`src/rtl/popcount_pkg.sv`:
```
// Shared types and elaboration-time helpers for the pipelined population counter.
package popcount_pkg;

  typedef enum logic {
    POP_ONES  = 1'b0,
    POP_ZEROS = 1'b1
  } pop_mode_e;

  function automatic int unsigned tree_levels(input int unsigned width);
    return (width <= 1) ? 0 : $clog2(width);
  endfunction

  function automatic int unsigned calc_latency(input int unsigned width,
                                               input int unsigned lps);
    int unsigned tl;
    int unsigned lat;
    tl  = tree_levels(width);
    lat = (tl + lps - 1) / lps;
    return (lat < 1) ? 1 : lat;
  endfunction

  // Adder levels folded into register slice s; trailing slices may get fewer than lps.
  function automatic int unsigned stage_levels(input int unsigned width,
                                               input int unsigned lps,
                                               input int unsigned s);
    int unsigned tl;
    int unsigned lo;
    tl = tree_levels(width);
    lo = s * lps;
    if (lo >= tl) return 0;
    return ((tl - lo) < lps) ? (tl - lo) : lps;
  endfunction

endpackage

```
`src/rtl/popcount_pipelined_stage.sv`:
```
// One register slice: NLEV pairwise-add levels over IN_N operands of IN_W bits,
// then a valid/ready-qualified output register.
module popcount_stage #(
  parameter int unsigned IN_N = 16,
  parameter int unsigned IN_W = 1,
  parameter int unsigned NLEV = 2
) (
  input  logic                                      clk_i,
  input  logic                                      arst_n_i,
  input  logic [IN_N*IN_W-1:0]                      in_data_i,
  input  logic                                      in_val_i,
  output logic                                      in_rdy_o,
  output logic [(IN_N>>NLEV)*(IN_W+NLEV)-1:0]       out_data_o,
  output logic                                      out_val_o,
  input  logic                                      out_rdy_i
);

  localparam int unsigned OUT_N = IN_N >> NLEV;
  localparam int unsigned OUT_W = IN_W + NLEV;

  logic [OUT_W-1:0]         lvl [NLEV+1][IN_N];
  logic [OUT_N*OUT_W-1:0]   sum;
  logic [OUT_N*OUT_W-1:0]   data_d, data_q;
  logic                     valid_d, valid_q;

  // All levels share the final operand width, so no partial sum is ever truncated.
  always_comb begin
    for (int unsigned l = 0; l <= NLEV; l++) begin
      for (int unsigned i = 0; i < IN_N; i++) begin
        lvl[l][i] = '0;
      end
    end
    for (int unsigned i = 0; i < IN_N; i++) begin
      lvl[0][i] = OUT_W'(in_data_i[i*IN_W +: IN_W]);
    end
    for (int unsigned l = 0; l < NLEV; l++) begin
      for (int unsigned i = 0; i < (IN_N >> (l + 1)); i++) begin
        lvl[l+1][i] = lvl[l][2*i] + lvl[l][2*i+1];
      end
    end
    sum = '0;
    for (int unsigned i = 0; i < OUT_N; i++) begin
      sum[i*OUT_W +: OUT_W] = lvl[NLEV][i];
    end
  end

  assign in_rdy_o = !valid_q || out_rdy_i;

  always_comb begin
    valid_d = valid_q;
    data_d  = data_q;
    if (in_rdy_o) begin
      valid_d = in_val_i;
      if (in_val_i) data_d = sum;
    end
  end

  always_ff @(posedge clk_i or negedge arst_n_i) begin
    if (!arst_n_i) begin
      valid_q <= 1'b0;
      data_q  <= '0;
    end else begin
      valid_q <= valid_d;
      data_q  <= data_d;
    end
  end

  assign out_data_o = data_q;
  assign out_val_o  = valid_q;

endmodule

```
`src/rtl/popcount_pipelined.sv`:
```
// Pipelined population counter: optional inversion, power-of-two padding, then a
// chain of register slices each folding LEVELS_PER_STAGE adder-tree levels.
module popcount_pipelined
  import popcount_pkg::*;
#(
  parameter int unsigned WIDTH            = 16,
  parameter int unsigned LEVELS_PER_STAGE = 2
) (
  input  logic                         clk_i,
  input  logic                         arst_n_i,
  input  logic [WIDTH-1:0]             data_i,
  input  logic                         mode_i,
  input  logic                         data_val_i,
  output logic                         data_rdy_o,
  output logic [$clog2(WIDTH+1)-1:0]   cnt_o,
  output logic                         cnt_val_o,
  input  logic                         cnt_rdy_i
);

  localparam int unsigned CNT_W       = $clog2(WIDTH + 1);
  localparam int unsigned TREE_LEVELS = tree_levels(WIDTH);
  localparam int unsigned PAD_W       = 1 << TREE_LEVELS;
  localparam int unsigned LATENCY     = calc_latency(WIDTH, LEVELS_PER_STAGE);

  pop_mode_e          mode;
  logic [PAD_W-1:0]   data_pad;
  logic [LATENCY:0]   vld;
  logic [LATENCY:0]   rdy;

  assign mode = pop_mode_e'(mode_i);

  // Pad bits are zeroed after inversion so zeros mode never counts them.
  always_comb begin
    data_pad              = '0;
    data_pad[WIDTH-1:0]   = (mode == POP_ZEROS) ? ~data_i : data_i;
  end

  assign vld[0]       = data_val_i;
  assign data_rdy_o   = rdy[0];
  assign rdy[LATENCY] = cnt_rdy_i;
  assign cnt_val_o    = vld[LATENCY];

  for (genvar s = 0; s < LATENCY; s++) begin : g_stage
    localparam int unsigned LO    = s * LEVELS_PER_STAGE;
    localparam int unsigned IN_W  = LO + 1;
    localparam int unsigned IN_N  = PAD_W >> LO;
    localparam int unsigned NLEV  = stage_levels(WIDTH, LEVELS_PER_STAGE, s);
    localparam int unsigned OUT_W = IN_W + NLEV;
    localparam int unsigned OUT_N = IN_N >> NLEV;

    logic [IN_N*IN_W-1:0]   in_d;
    logic [OUT_N*OUT_W-1:0] out_d;

    if (s == 0) begin : g_first
      assign in_d = data_pad;
    end else begin : g_chain
      assign in_d = g_stage[s-1].out_d;
    end

    popcount_stage #(
      .IN_N (IN_N),
      .IN_W (IN_W),
      .NLEV (NLEV)
    ) u_stage (
      .clk_i      (clk_i),
      .arst_n_i   (arst_n_i),
      .in_data_i  (in_d),
      .in_val_i   (vld[s]),
      .in_rdy_o   (rdy[s]),
      .out_data_o (out_d),
      .out_val_o  (vld[s+1]),
      .out_rdy_i  (rdy[s+1])
    );
  end

  // Final slice is TREE_LEVELS+1 bits wide; the count never exceeds WIDTH.
  assign cnt_o = CNT_W'(g_stage[LATENCY-1].out_d);

endmodule

```
`config.mk`:
```
export PLATFORM = sky130hd
export DESIGN_NAME = popcount_pipelined
export DESIGN_NICKNAME = d
export VERILOG_FILES = /design/src/rtl/popcount_pkg.sv /design/src/rtl/popcount_pipelined_stage.sv /design/src/rtl/popcount_pipelined.sv
export SDC_FILE = /design/constraint.sdc
export NUM_CORES = 1
export LEC_CHECK = 0
export ABC_AREA = 1
export CAP_MARGIN = 20
export CELL_PAD_IN_SITES_DETAIL_PLACEMENT = 1
export CELL_PAD_IN_SITES_GLOBAL_PLACEMENT = 1
export CORE_MARGIN = 2
export CORE_UTILIZATION = 25
export DETAILED_ROUTE_END_ITERATION = 10
export MAX_ROUTING_LAYER = met4
export PLACE_DENSITY = 0.54
export SLEW_MARGIN = 10
export SYNTH_ARGS = -nofsm -noshare
export SYNTH_HDL_FRONTEND = slang
export SYNTH_SLANG_ARGS = --single-unit
```
`constraint.sdc`:
```
create_clock -name clk_i -period 1.8 [get_ports clk_i]
set_input_delay 0.27 -clock clk_i [delete_from_list [all_inputs] [get_ports clk_i]]
set_output_delay 0.27 -clock clk_i [all_outputs]
set_load 0.05 [all_outputs]
```
==> results.toml, run 1 <==
[status]
status = "complete, but fails checks"
violations = "negative setup slack"

[worst_setup_path]
critPathRequiredTime_ns = 1.94
setup.worst_path.end = "g_stage[1].u_stage.out_data_o[3]"
worstRegToRegCells = 10
path_depth = 10
worstSetupStartpoint = "g_stage[0].u_stage.out_data_o[9]"
cp-start-kind = "flop"
crit_path_max_incr_delay_ns = 0.57
cp_top_family = "adder cells"
crit_arrival_ns = 2.06
r2r_start = "g_stage[0].u_stage.out_data_o[9]"
cp_max_fo = 2
reg2reg_slack_ns = -0.11
crit_buf_inv = 2
worstSetupEndpointType = "flop"
critical_path_class = "reg2reg"
r2r_end = "g_stage[1].u_stage.out_data_o[3]"
path_cells = "ha_2, inv_2, fa_2, inv_2, ha_1, nand3_2, nand3_2, nand2_1, nand3_1, nand2_1"
crit_slowest_cell = "fa_2"

[timing]
rsz0062_at_grt = "yes"
hold_viol = 0
min_period_over_period_pct = 106
slew_violations = 0
setup_violations = 4
finalClockSkew_ns = 0.00420
whs_ns = 0.349
worstMarginPinSlew_ns = 0.246
tns_ns = -0.337
slew-limit-headroom_pct = 83.6
fin_ws_ns = -0.111
max_freq_mhz = 523
period_needed_ns = 1.91

[die]
core_area_mm2 = 0.00561
num_rows = 27
start_util_pct = 26.3
dieArea_mm2 = 0.00652
chipHeight_um = 80.8
ioPinCount = 28
chipWidth_um = 80.8

[routing]
drc = 0
vias = 1112
routed_via_density = 4.21
dr.pass1.iters = 2
routedWlPerCell_um = 11.6
ant_nets = 0
wirelength_um = 3070
drtIter0Drc = 5

[power_and_ir_drop]
p_leak_nw = 1.04
p_total_mw = 2.68
ir_drop_uv = 466
powerDensity_mw_per_mm2 = 1330

[placement]
gp_congestion = 0.681
io_buffer_count = 27
placed_cells = 258
hpwlAfterDp_um = 2510

[synthesis]
ys_types = 17
synth_seq_cells = 19
yosysMostFrequentCell = "nand2_1"
dominantRegCellSynth = "dfrtp_1"
syn_avg_cell_area_um2 = 9.50
synth_area_leaders = "dfrtp_1 (32%), ha_1 (19%), xor2_1 (11%)"
yosys.area.top_type_share_pct = 32.3
yosysTopAreaCell = "dfrtp_1"
synth_edf_count = 0
synthCells = 155
synth_warnings = 0
synth-seq-area-share_pct = 32.3
async_flop_share_pct = 100
synthesis.nets = 205
ys_top_cells_by_count = "nand2_1 (34), ha_1 (22), inv_1 (22)"
synth_area_mm2 = 0.00147

[final_layout]
stdcell_count = 264
post-route-util_pct = 35.9
diodes = 0
fillers = 668
finalNetCount = 243
drive_gt1_share_pct = 24.0
syn2layout_area_growth_pct = 36.7

[cts]
cts_tree = "yes"
cts_buffers = 3
root_buffer = "clkbuf_8"
clock_sinks = 19
clkTransAtPathRegs_ns = 0.07
holdBufCountCts = 0
clk_latency_ns = 0.26
htreeDepth = 1
cts_buffer_depth = 2

[grt]
grt_max_degree = 22
grt_pass1_wl_um = 5500
track_usage_pct = 11.2
antenna_found_initial = 0
grt_pass1_vias = 1256
grt-ovfl-total = 0

[hold_path]
hp-class = "in2async"

[job]
maxCapViolCount = 0
## timing repair
item | 4_1_cts | 5_1_grt
endpoints found under the hold margin | 0 | 0
endpoints found under the setup margin | 12 | 8
pin swaps | 7 | 26
gates cloned | 0 | 0
setup buffers | 2 | 0
gates resized for setup | 15 | 23
## cells in the final DEF, fill, tap and decap left out, types with 2 or more instances in the layout
cell             instances
nand2_1                 34
dfrtp_1                 19
xor2_1                  17
inv_1                   15
ha_1                    14
buf_4                   14
dlymetal6s2s_1          10
clkdlybuf4s50_1          9
nand3_1                  8
inv_2                    7
ha_2                     7
o21ai_1                  6
a21oi_1                  4
o21ai_0                  4
fa_1                     4
fa_2                     3
clkbuf_8                 3
nand3_2                  2
buf_6                    2
## cell type report
type | instances | area [µm²] | area share [%]
Inverter | 22 | 82.6 | 4.10
Clock buffer | 4 | 45.0 | 2.24
Tap cell | 72 | 90.1 | 4.47
Timing Repair Buffer | 37 | 373 | 18.5
Sequential cell | 19 | 475 | 23.6
Multi-Input combinational cell | 110 | 947 | 47.0
## report_power, final
group | total [mW] | internal [mW] | switching (mW) | leakage, nW
Clock | 0.293 | 0.157 | 0.136 | 0.0228
Sequential | 0.661 | 0.569 | 0.0922 | 0.239
Combinational | 1.72 | 0.775 | 0.948 | 0.781
## metrics by stage
step / cell area (µm²) / worst slack (ns)
4_1_cts: 1960 / -0.109
3_3_place_gp: 1850 / -0.411
2_1_floorplan: 1490 / -0.0303
3_5_place_dp: 1850 / -0.489
6_report: 2010 / -0.111
5_1_grt: 2010 / -0.221
## sequential cells by signal, summed over array words and instances, names as in the netlist
signal / count
g_stage.u_stage.out_data_o: 17
g_stage.u_stage.out_val_o: 2
## layer usage
layer	up-vias	track usage (%)	wire, µm
met5	-	-	0
met4	0	5.08	55
met3	4	1.67	126
met2	27	20.9	1630
met1	519	11.7	1250
li1	562	-	-
## logic make-up after synthesis
group                    Yosys count  share of synthesized area [%]
adder cells (fa/ha/maj)           29                           28.2
AO/OA/AOI/OAI                     15                           5.10
flip-flops                        19                           32.3
XOR/XNOR                          19                           11.3
AND/OR/NAND/NOR                   47                           14.4
buffers and inverters             26                           8.67
## worst min path at each step
stage,from,to,slack [ns]
6_report,arst_n_i,g_stage[1].u_stage.out_val_o,0.35
5_1_grt,arst_n_i,g_stage[1].u_stage.out_val_o,0.37
2_1_floorplan,arst_n_i,g_stage[0].u_stage.out_data_o[0],-0.03
3_5_place_dp,g_stage[1].u_stage.out_data_o[4],g_stage[1].u_stage.out_data_o[4],0.47
3_3_place_gp,g_stage[1].u_stage.out_data_o[0],g_stage[1].u_stage.out_data_o[0],0.46
4_1_cts,arst_n_i,g_stage[1].u_stage.out_val_o,0.36
(Power assumes the default switching activity.)
==> run 2: changes to the inputs <==
--- a/config.mk
+++ b/config.mk
@@ -12,8 +12,9 @@
 export CORE_MARGIN = 2
 export CORE_UTILIZATION = 25
 export DETAILED_ROUTE_END_ITERATION = 10
+export DONT_BUFFER_PORTS = 1
 export MAX_ROUTING_LAYER = met4
-export PLACE_DENSITY = 0.54
+export PLACE_DENSITY = 0.45
 export SLEW_MARGIN = 10
 export SYNTH_ARGS = -nofsm -noshare
 export SYNTH_HDL_FRONTEND = slang
==> run 2 against run 1 <==
Net effect:
- the flow still finishes with violations (negative setup slack)
- first-iteration DRC count rose to 3.4 times the previous value
- design area fell by 14%
- die area did not move
- sequential cell count did not move
- sequential power rose by 28%
- critical path depth did not move
- total power rose by 0.32%
- register-to-register slack improved by 0.03 ns
- global-route usage fell by 1.3 points
- final cell count fell by 10%
- clock-buffer cell count fell by 1
- utilization fell by 4.9 points
- critical endpoint unchanged
- largest cell class unchanged
- largest power group unchanged
==> results.toml, run 2 (same netlist as run 1, synthesis figures left out) <==
[cts]
htreeDepth = 1
clock_sinks = 19
clk_latency_ns = 0.27
root_buffer = "clkbuf_8"
clkTransAtPathRegs_ns = 0.08
cts_tree = "yes"
cts_buffers = 3
cts_buffer_depth = 2

[die]
start_util_pct = 26.3
dieArea_mm2 = 0.00652
chipWidth_um = 80.8
core_area_mm2 = 0.00561
ioPinCount = 28
chipHeight_um = 80.8
num_rows = 27

[timing]
min_period_over_period_pct = 104
worstMarginPinSlew_ns = 0.878
slew_violations = 0
slew-limit-headroom_pct = 41.3
period_needed_ns = 1.88
finalClockSkew_ns = 0.0118
setup_violations = 4
whs_ns = 0.148
fin_ws_ns = -0.0797
tns_ns = -0.276
rsz0062_at_grt = "yes"
max_freq_mhz = 532
hold_viol = 0

[routing]
drc = 0
wirelength_um = 2840
dr.pass1.iters = 3
drtIter0Drc = 17
ant_nets = 0
routedWlPerCell_um = 12.0
vias = 1013
routed_via_density = 4.27

[placement]
gp_congestion = 0.837
dp_slack_ns = -0.145
place_area_mm2 = 0.00156
hpwlAfterDp_um = 2330
io_buffer_count = 0
placed_cells = 227

[hold_path]
hp-class = "in2reg"
min_from = "data_val_i"

[final_layout]
finalNetCount = 216
diodes = 0
seq_area_um2 = 475
stdcell_count = 237
mostFrequentLayoutCells = "nand2_1 (34), inv_1 (19), dfrtp_1 (19), xor2_1 (17), ha_1 (16)"
final_common_cell = "nand2_1"
fillers = 669
largest_reg_flops = 17
final_area_mm2 = 0.00174
drive_gt1_share_pct = 21.2
post-route-util_pct = 31.0
syn2layout_area_growth_pct = 18.2
multi_input_area_um2 = 966

[job]
maxCapViolCount = 0

[worst_setup_path]
cp_max_fo = 2
worstSetupStartpoint = "g_stage[0].u_stage.out_data_o[9]"
worstSetupEndpointType = "flop"
crit_arrival_ns = 2.04
r2r_start = "g_stage[0].u_stage.out_data_o[9]"
crit_path_max_incr_delay_ns = 0.58
critPathRequiredTime_ns = 1.96
critical_path_class = "reg2reg"
cp-start-kind = "flop"
path_cells = "ha_2, inv_2, fa_2, inv_2, ha_4, nand3_4, nand3_2, nand2_1, nand3_1, nand2_1"
crit_slowest_cell = "fa_2"

[grt]
antenna_found_initial = 0
grt_pass1_vias = 1107
grt_max_degree = 22
track_usage_pct = 9.94
grt-ovfl-total = 0
grt_pass1_wl_um = 4910

[status]
violations = "negative setup slack"
status = "complete, but fails checks"

[power_and_ir_drop]
p_leak_nw = 0.833
ir_drop_uv = 574
powerDensity_mw_per_mm2 = 1540
p_total_mw = 2.69
run 2: changes by cell type in the layout (fill, tap and decap cells not counted), sizes merged:
| cell | delta |
|---|---|
| buf | -8 |
| clkdlybuf4s50 | -9 |
| dlymetal6s2s | -10 |
| clkbuf | -1 |
| dlygate4sd3 | +1 |
| clkdlybuf4s15 | -1 |
| clkinvlp | +1 |
run 2: final cells by class:
class / instances / share of cell area [%]
inverters: 22 / 4.74
clock inverters: 1 / 0.431
flip-flops and latches: 19 / 27.3
repair buffers: 10 / 4.46
well taps: 72 / 5.18
multi-input cells: 110 / 55.5
clock buffers: 3 / 2.37
run 2: critical path, delay by kind of cell, from the launching register on:
family,cells,cell delay [ns]
adders and majority gates,3,1.04
DFF,1,0.36
buffers and inverters,2,0.10
and+or+nand+nor,5,0.28
run 2: power by group:
part | internal [mW] | switching [mW] | total, mW
Sequential | 0.565 | 0.284 | 0.849
Clock | 0.156 | 0.157 | 0.314
Combinational | 0.746 | 0.777 | 1.52
run 2: worst paths after layout:
path,end,slack [ns],depth (start not counted)
max,g_stage[1].u_stage.out_data_o[3],-0.08,10
min,g_stage[0].u_stage.out_data_o[9],0.15,2
max reg2reg,g_stage[1].u_stage.out_data_o[3],-0.08,10
min reg2reg,g_stage[0].u_stage.out_data_o[6],0.50,2
max in group asynchronous,g_stage[0].u_stage.out_data_o[4],0.69,1
min in group asynchronous,g_stage[0].u_stage.out_val_o,0.56,1
run 2: per-layer routing:
| layer | GRT usage [%] | wire [µm] |
|---|---|---|
| met4 | 4.92 | 56 |
| met1 | 12.3 | 1240 |
| met3 | 1.56 | 109 |
| met5 | - | 0 |
| met2 | 15.8 | 1430 |
run 2: repair_timing:
item	4_1_cts	5_1_grt
hold buffers	1	0
pin swaps	4	5
setup buffers	1	4
resized for setup	4	16
endpoints found under the hold margin	19	0
endpoints found under the setup margin	4	4
==> run 3: changes to the inputs <==
--- a/config.mk
+++ b/config.mk
@@ -14,7 +14,7 @@
 export DETAILED_ROUTE_END_ITERATION = 10
 export DONT_BUFFER_PORTS = 1
 export MAX_ROUTING_LAYER = met4
-export PLACE_DENSITY = 0.45
+export PLACE_DENSITY = 0.44
 export SLEW_MARGIN = 10
 export SYNTH_ARGS = -nofsm -noshare
 export SYNTH_HDL_FRONTEND = slang
==> constraint.sdc (replaced) <==
create_clock -name clk_i -period 2 [get_ports clk_i]
set_input_delay 0.3 -clock clk_i [delete_from_list [all_inputs] [get_ports clk_i]]
set_output_delay 0.3 -clock clk_i [all_outputs]
set_load 0.05 [all_outputs]
==> run 3 against run 2 <==
Net effect:
- largest power group unchanged
- combinational power down 22%
- critical endpoint is now g_stage[1].u_stage.out_data_o[1]
- critical path type unchanged
- utilization down 1.6 points
- maximum frequency down 2.2%
- die area unchanged
- largest cell class unchanged
- sequential power down 9.1%
- global-route usage up 0.59 points
- the run now ends clean
- sequential share of layout area up 1.5 points
==> results.toml, run 3 (same netlist as run 1, synthesis figures left out) <==
[status]
status = "complete, no violations"

[worst_setup_path]
worstRegToRegCells = 5
r2r_start = "g_stage[0].u_stage.out_data_o[3]"
crit_arrival_ns = 2.07
crit_slowest_cell = "fa_2"
path_cells = "ha_2, fa_2, inv_2, fa_2, o21ai_1"
worstSetupEndpointType = "flop"
cp_max_fo = 2
cp-start-kind = "flop"
critical_path_class = "reg2reg"
reg2reg_slack_ns = 0.08
r2r_end = "g_stage[1].u_stage.out_data_o[1]"
critPathRequiredTime_ns = 2.14
crit_path_max_incr_delay_ns = 0.58
crit_top_cell = "fa_2"

[timing]
rsz0062_at_grt = "yes"
min_period_over_period_pct = 96.1
period_needed_ns = 1.92
finalClockSkew_ns = 0.00355
hold_viol = 0
worstMarginPinSlew_ns = 0.880
fin_ws_ns = 0.0779
slew_violations = 0
whs_ns = 0.188
max_freq_mhz = 520
slew-limit-headroom_pct = 41.1
setup_violations = 0

[routing]
ant_nets = 0
dr.pass1.iters = 3
drtIter0Drc = 15
drc = 0
routed_via_density = 4.37
wirelength_um = 2910
vias = 1005
routedWlPerCell_um = 12.6

[hold_path]
hp-class = "in2reg"
min_from = "data_val_i"
hold-path-cell-count = 2
holdPathEnd = "g_stage[0].u_stage.out_data_o[6]"

[die]
chipHeight_um = 80.8
core_area_mm2 = 0.00561
ioPinCount = 28
chipWidth_um = 80.8
num_rows = 27
start_util_pct = 26.3
dieArea_mm2 = 0.00652

[grt]
track_usage_pct = 10.5
antenna_found_initial = 0
grt_pass1_wl_um = 5220
grt_max_degree = 22
grt-ovfl-total = 0
grt_pass1_vias = 1133

[cts]
htreeDepth = 1
clock_sinks = 19
cts_buffers = 3
clk_latency_ns = 0.26
cts_buffer_depth = 2
clkTransAtPathRegs_ns = 0.07
root_buffer = "clkbuf_8"
cts_tree = "yes"

[placement]
dp_slack_ns = -0.0349
io_buffer_count = 0
hpwlAfterDp_um = 2410
placed_cells = 224
gp_congestion = 0.795

[power_and_ir_drop]
ir_drop_uv = 399
powerDensity_mw_per_mm2 = 1360
p_total_mw = 2.24
p_leak_nw = 0.802

[final_layout]
diodes = 0
stdcell_count = 230
drive_gt1_share_pct = 13.9
mostFrequentLayoutCells = "nand2_1 (34), inv_1 (20), dfrtp_1 (19), xor2_1 (18), ha_1 (18)"
finalNetCount = 209
largest_reg_flops = 17
syn2layout_area_growth_pct = 12.1
final_common_cell = "nand2_1"

[job]
maxCapViolCount = 0
-- run 3: cell types whose count changed in the layout (fill, tap and decap cells not counted), moves of 2 or more --
| cell | change |
|---|---|
| ha_1 | +2 |
| buf_4 | -7 |
| o21ai_0 | +2 |
| o21ai_1 | -2 |
-- run 3: power breakdown --
part,switching (mW),total [mW],internal [mW]
registers,0.263,0.772,0.509
clock network,0.131,0.273,0.142
logic,0.633,1.19,0.560
total,1.03,2.24,1.21
-- run 3: what timing repair did --
action	in CTS	in global routing
endpoints found under the setup margin	3	4
cloned	0	0
pin swaps	2	5
buffers inserted	1	0
gates resized for setup	3	15
endpoints found under the hold margin	19	0
hold buffers	1	0
-- run 3: routing by layer --
metal | wire [µm] | track usage (%)
met3 | 135 | 1.89
met2 | 1420 | 17.9
met4 | 51 | 4.07
met5 | 0 | -
met1 | 1300 | 12.4
-- run 3: area by class of cell --
cell class                 count  area, µm²
timing repair buffer           3       25.0
fill                         668       3960
sequential                    19        475
clock buffer                   4       45.0
tap                           72       90.1
multi-input combinational    110        932
inverter                      22       82.6
-- run 3: worst max-delay path, delay by kind of cell (launching register included) --
kind | cells | cell delay [ns]
AO/OA/AOI/OAI | 1 | 0.07
adder cells (fa/ha/maj) | 3 | 1.30
buffers and inverters | 1 | 0.05
flip-flops | 1 | 0.40
-- run 3: through the flow --
stage | cell area, µm² | TNS (ns) | utilization (%)
after floorplan | 1470 | 0 | -
after global placement | 1530 | 0 | 27.2
after detailed placement | 1530 | -0.0702 | 27.2
after CTS | 1600 | 0 | 28.4
after global routing | 1650 | -0.00506 | 29.4
final | 1650 | 0 | 29.4
-- run 3: how the worst max path moves through the flow --
| stage | from | end | slack, ns | cells past startpoint |
|---|---|---|---|---|
| after global placement | g_stage[0].u_stage.out_data_o[0] | g_stage[1].u_stage.out_data_o[4] | 0.002 | 7 |
| after floorplan | mode_i | g_stage[0].u_stage.out_data_o[10] | 0.11 | 8 |
| after CTS | g_stage[0].u_stage.out_data_o[3] | g_stage[1].u_stage.out_data_o[3] | 0.01 | 8 |
| final | g_stage[0].u_stage.out_data_o[3] | g_stage[1].u_stage.out_data_o[1] | 0.08 | 5 |
| after global routing | g_stage[0].u_stage.out_data_o[9] | g_stage[1].u_stage.out_data_o[3] | -0.005 | 10 |
| after detailed placement | g_stage[0].u_stage.out_data_o[0] | g_stage[1].u_stage.out_data_o[4] | -0.03 | 7 |
